## src/rtl/seven_seg_scanner.sv

```systemverilog
// ============================================================================
//  Module   : seven_seg_scanner
//  Brief    : 4-digit multiplexed common-anode 7-segment scanner with a
//             tear-free shadow register and a programmable slot divider.
//             Optional macro LEADING_ZERO_BLANK_EN blanks leading zero digits.
//  Revision : 1.0 - initial release
// ============================================================================
`default_nettype none

module seven_seg_scanner #(
    parameter int unsigned CLK_DIV = 100000,
    parameter logic [3:0]  DP_MASK = 4'b0100
) (
    input  logic        clk,
    input  logic        rst_n,
    input  logic [15:0] disp_data,
    input  logic        load,
    output logic [3:0]  an,
    output logic [6:0]  seg,
    output logic        dp,
    output logic        frame_done
);

    localparam int unsigned     CNT_W      = $clog2(CLK_DIV);
    localparam logic [CNT_W-1:0] C_DIV_LAST = CNT_W'(CLK_DIV - 1);
    localparam logic [6:0]      C_SEG_OFF  = 7'h7F;

    logic [CNT_W-1:0] div_cnt_q, div_cnt_d;
    logic [1:0]       idx_q, idx_d;
    logic [15:0]      pending_q, pending_d;
    logic             pend_vld_q, pend_vld_d;
    logic [15:0]      shadow_q, shadow_d;
    logic [3:0]       an_q, an_d;
    logic [6:0]       seg_q, seg_d;
    logic             dp_q, dp_d;
    logic             frame_done_q, frame_done_d;

    logic             w_tick;
    logic             w_boundary;
    logic             w_blank;
    logic [3:0]       w_nibble;

    function automatic logic [6:0] hex_to_seg(input logic [3:0] nib);
        logic [6:0] s;
        s = C_SEG_OFF;
        case (nib)
            4'h0: s = 7'h40;
            4'h1: s = 7'h79;
            4'h2: s = 7'h24;
            4'h3: s = 7'h30;
            4'h4: s = 7'h19;
            4'h5: s = 7'h12;
            4'h6: s = 7'h02;
            4'h7: s = 7'h78;
            4'h8: s = 7'h00;
            4'h9: s = 7'h10;
            4'hA: s = 7'h08;
            4'hB: s = 7'h03;
            4'hC: s = 7'h46;
            4'hD: s = 7'h21;
            4'hE: s = 7'h06;
            4'hF: s = 7'h0E;
            default: s = C_SEG_OFF;
        endcase
        return s;
    endfunction

    // Slot divider and digit index
    always_comb begin
        w_tick    = (div_cnt_q == C_DIV_LAST);
        div_cnt_d = w_tick ? '0 : div_cnt_q + CNT_W'(1);
        idx_d     = w_tick ? idx_q + 2'd1 : idx_q;
        w_boundary = w_tick && (idx_q == 2'd3);
    end

    // A load landing on the boundary bypasses pending straight into shadow.
    always_comb begin
        pending_d  = load ? disp_data : pending_q;
        pend_vld_d = pend_vld_q;
        shadow_d   = shadow_q;
        if (w_boundary) begin
            pend_vld_d = 1'b0;
            if (load) begin
                shadow_d = disp_data;
            end else if (pend_vld_q) begin
                shadow_d = pending_q;
            end
        end else if (load) begin
            pend_vld_d = 1'b1;
        end
        frame_done_d = w_boundary;
    end

    // Outputs are computed from the next index and next shadow so they move with idx.
    always_comb begin
        w_nibble = shadow_d[{idx_d, 2'b00} +: 4];
`ifdef LEADING_ZERO_BLANK_EN
        w_blank  = (idx_d != 2'd0) && ((shadow_d >> {idx_d, 2'b00}) == 16'h0000);
`else
        w_blank  = 1'b0;
`endif
        if (w_blank) begin
            an_d  = 4'hF;
            seg_d = C_SEG_OFF;
            dp_d  = 1'b1;
        end else begin
            an_d  = ~(4'b0001 << idx_d);
            seg_d = hex_to_seg(w_nibble);
            dp_d  = ~DP_MASK[idx_d];
        end
    end

    always_ff @(posedge clk or negedge rst_n) begin
        if (!rst_n) begin
            div_cnt_q    <= '0;
            idx_q        <= 2'd0;
            pending_q    <= 16'h0000;
            pend_vld_q   <= 1'b0;
            shadow_q     <= 16'h0000;
            an_q         <= 4'hF;
            seg_q        <= C_SEG_OFF;
            dp_q         <= 1'b1;
            frame_done_q <= 1'b0;
        end else begin
            div_cnt_q    <= div_cnt_d;
            idx_q        <= idx_d;
            pending_q    <= pending_d;
            pend_vld_q   <= pend_vld_d;
            shadow_q     <= shadow_d;
            an_q         <= an_d;
            seg_q        <= seg_d;
            dp_q         <= dp_d;
            frame_done_q <= frame_done_d;
        end
    end

    assign an         = an_q;
    assign seg        = seg_q;
    assign dp         = dp_q;
    assign frame_done = frame_done_q;

endmodule

`default_nettype wire
```

## config.mk

```make
export PLATFORM = sky130hd
export DESIGN_NAME = seven_seg_scanner
export DESIGN_NICKNAME = d
export VERILOG_FILES = /design/src/rtl/seven_seg_scanner.sv
export SDC_FILE = /design/constraint.sdc
export NUM_CORES = 1
export LEC_CHECK = 0
export CORE_ASPECT_RATIO = 1.5
export CORE_MARGIN = 2
export CORE_UTILIZATION = 35
export CTS_CLUSTER_DIAMETER = 40
export DETAILED_ROUTE_END_ITERATION = 8
export PLACE_DENSITY = 0.61
export SLEW_MARGIN = 40
export SYNTH_ARGS = -nofsm -noshare
export SYNTH_HDL_FRONTEND = slang
export SYNTH_SLANG_ARGS = --single-unit
export TNS_END_PERCENT = 20
```

## constraint.sdc

```tcl
create_clock -name clk -period 4.1 [get_ports clk]
set_input_delay 1.025 -clock clk [delete_from_list [all_inputs] [get_ports clk]]
set_output_delay 1.025 -clock clk [all_outputs]
set_load 0.05 [all_outputs]
```

==> flow_summary.yaml <==
run_status:
  status: "completed"
critical_path:
  cp.required_ns: 4.32
  worst-path-max-fanout: 11
  rrSetupSlack_ns: 0.57
  r2r_cells: 13
  critPathLaunchType: "input port"
  crit_arrival_ns: 3.75
  crit-reg2reg-capture: "seg[3]"
  regToRegStartpoint: "div_cnt_q[0]"
  end_kind: "flip-flop"
  crit_type: "input port to flip-flop"
worst_hold_path:
  worstHoldStart: "div_cnt_q[0]"
  hold_class: "flip-flop to flip-flop"
  hold-path-cell-count: 1
  min_to: "div_cnt_q[0]"
grt:
  grt_pass1_wl_um: 11400
  grt_pass1_vias: 2339
  antenna_found_initial: 0
  track_usage: 0.156
  grt_overflow: 0
  grt_max_degree: 33
clock_network:
  ctsLongestPathBuffers: 2
  cts_root_buf: "clkbuf_16"
  post_cts_buffers: 0
  cts_tree: "yes"
  cts_buffers: 9
  holdBufCountCts: 0
  cts.sinks: 64
  htreeDepth: 3
  clkTransAtPathRegs_ns: 0.05
  postCtsResizedCells: 0
  insertion_delay_ns: 0.33
run:
  maxCapViolations: 0
synth:
  synth_seq_area_share: 0.520
  synth.distinct_cells: 47
  synthCells: 268
  synth_most_common_cell: "dfrtp_1"
  synth_area_leaders: "dfrtp_1 43%, dfstp_2 9.3%, mux2_2 6.5%, ha_1 3.2%, a22oi_1 3.1%"
  synth_seq_cells: 64
  synth_top_area_frac: 0.427
  synth_edf_count: 0
  synthFlopType: "dfrtp_1"
  syn_nets: 295
  avgSynthCellArea_um2: 11.6
  netlist_area_mm2: 0.00311
  synth_common_cells: "53 x dfrtp_1, 26 x nand2_1, 18 x mux2_2"
  async_flop_share: 1.00
  ys_warn_count: 0
  yosys.area.top_type: "dfrtp_1"
detailed_routing:
  viasPerCell: 5.17
  vias: 2177
  drt_drc_violations_left: 0
  wl_per_cell_um: 16.1
  drt_pass1_iterations: 4
  ant_nets: 0
  totalWireLength_um: 6780
  drt_iter0_drc: 101
sta:
  hold_viol: 0
  post-route-min-period_ns: 3.53
  worst_pin_slew_ns: 0.735
  slew_viol_final: 0
  finalSetupViolations: 0
  skew_ns: 0.00763
  max_freq_mhz: 284
  max-slew-margin-rel: 0.510
  fin_setup_tns_ns: 0
  finalCritPeriodShare: 0.860
  grt_setup_unrepaired: "false"
finish:
  area_growth_pct: 22.8
  fin_util: 0.438
  num_antenna_cells: 0
  drive_gt1_frac: 0.212
  final_nets: 333
pwr:
  peakVddDrop_mv: 0.225
  cellPowerDensity_mw_per_mm2: 382
  power_mw: 1.46
  leakage_nw: 1.73
place:
  post-dp-hpwl_um: 4880
  place_congestion: 0.836
  portBuffers: 31
die:
  die_x_um: 80.9
  core-area_mm2: 0.00872
  ioPinCount: 32
  rows: 42
  fp.dieH_um: 119
  die_area_mm2: 0.00967
  start_util: 0.356
[per-stage QoR]
| step | instances | instance area (um^2) | setup WS [ns] | hold slack (ns) |
|---|---|---|---|---|
| 2_1_floorplan | 268 | 3110 | 0.891 | 0.448 |
| 3_3_place_gp | 405 | 3530 | 0.378 | 0.471 |
| 3_5_place_dp | 405 | 3530 | 0.282 | 0.476 |
| 4_1_cts | 421 | 3820 | 0.536 | 0.483 |
| 5_1_grt | 421 | 3820 | 0.241 | 0.510 |
| 6_report | 421 | 3820 | 0.573 | 0.485 |
[worst max-delay path by stage]
stage / from / to / slack, ns / cells after the start
after floorplan: load / seg[1] / 0.89 / 10
after global placement: load / seg[3] / 0.38 / 11
after detailed placement: load / seg[3] / 0.28 / 11
after CTS: div_cnt_q[0] / seg[3] / 0.54 / 13
after global routing: div_cnt_q[0] / seg[3] / 0.24 / 13
final: load / seg[3] / 0.57 / 11
[layer usage]
layer	up-vias	global-route usage	wire, um
met4	0	0.0847	153
met2	50	0.261	3670
met1	1081	0.182	2720
li1	1035	-	-
met3	11	0.0348	230
met5	-	0	0
[final cells by class]
class                           instances  area, um^2
Sequential cell                        64        1620
Clock inverter                          4        45.0
Timing Repair Buffer                   40         373
Tap cell                              110         138
Fill cell                             864        4910
Inverter                               10        37.5
Clock buffer                           12         246
Multi-Input combinational cell        181        1360
[power breakdown]
group	switching (mW)	internal (mW)	total [mW]
clock	0.259	0.484	0.743
sequential	0.00780	0.649	0.656
combinational	0.0292	0.0315	0.0607
[worst max-delay path, cell delays in order]
cell and delay [ns]:
clkdlybuf4s50_1 0.70, nor2b_1 0.12, buf_4 0.20, a32oi_1 0.27, a21oi_1 0.15, a2111oi_4 0.50
inv_2 0.11, ha_1 0.27, mux2_2 0.28, nand2_1 0.06, o21ai_1 0.06
[cell families after synthesis]
| group | share of synthesized area |
|---|---|
| adders and majority gates | 0.0322 |
| AOI/OAI and AO/OA | 0.143 |
| and+or+nand+nor | 0.136 |
| muxes | 0.0857 |
| buffers and inverters | 0.0419 |
| xor gates and xnor gates | 0.0423 |
| DFF | 0.520 |
[flip-flops by register name (all words and copies together), names as in the netlist]
name        count
div_cnt_q      17
pending_q      16
shadow_q       16
seg             7
an              4
idx_q           2
frame_done      1
pend_vld_q      1
[cell usage in the layout (no fill, tap or decap), types with 3 or more instances in the layout]
cell and count:
a2111oi_4 3, a21oi_1 13, a22oi_1 13, a32oi_1 11, and2_1 3, and3_1 3, buf_4 9, clkbuf_16 9
clkdlybuf4s50_1 30, clkinv_2 3, dfrtp_1 53, dfstp_2 11, ha_1 8, inv_1 8, mux2_2 18, mux2i_1 3
nand2_1 26, nand3_1 8, nand4_1 4, nor2_1 14, nor2b_1 4, o21ai_0 7, o22ai_1 3, or3_1 3
xnor2_1 6, xor2_1 9
No activity file was read; power rests on OpenSTA's default activity.
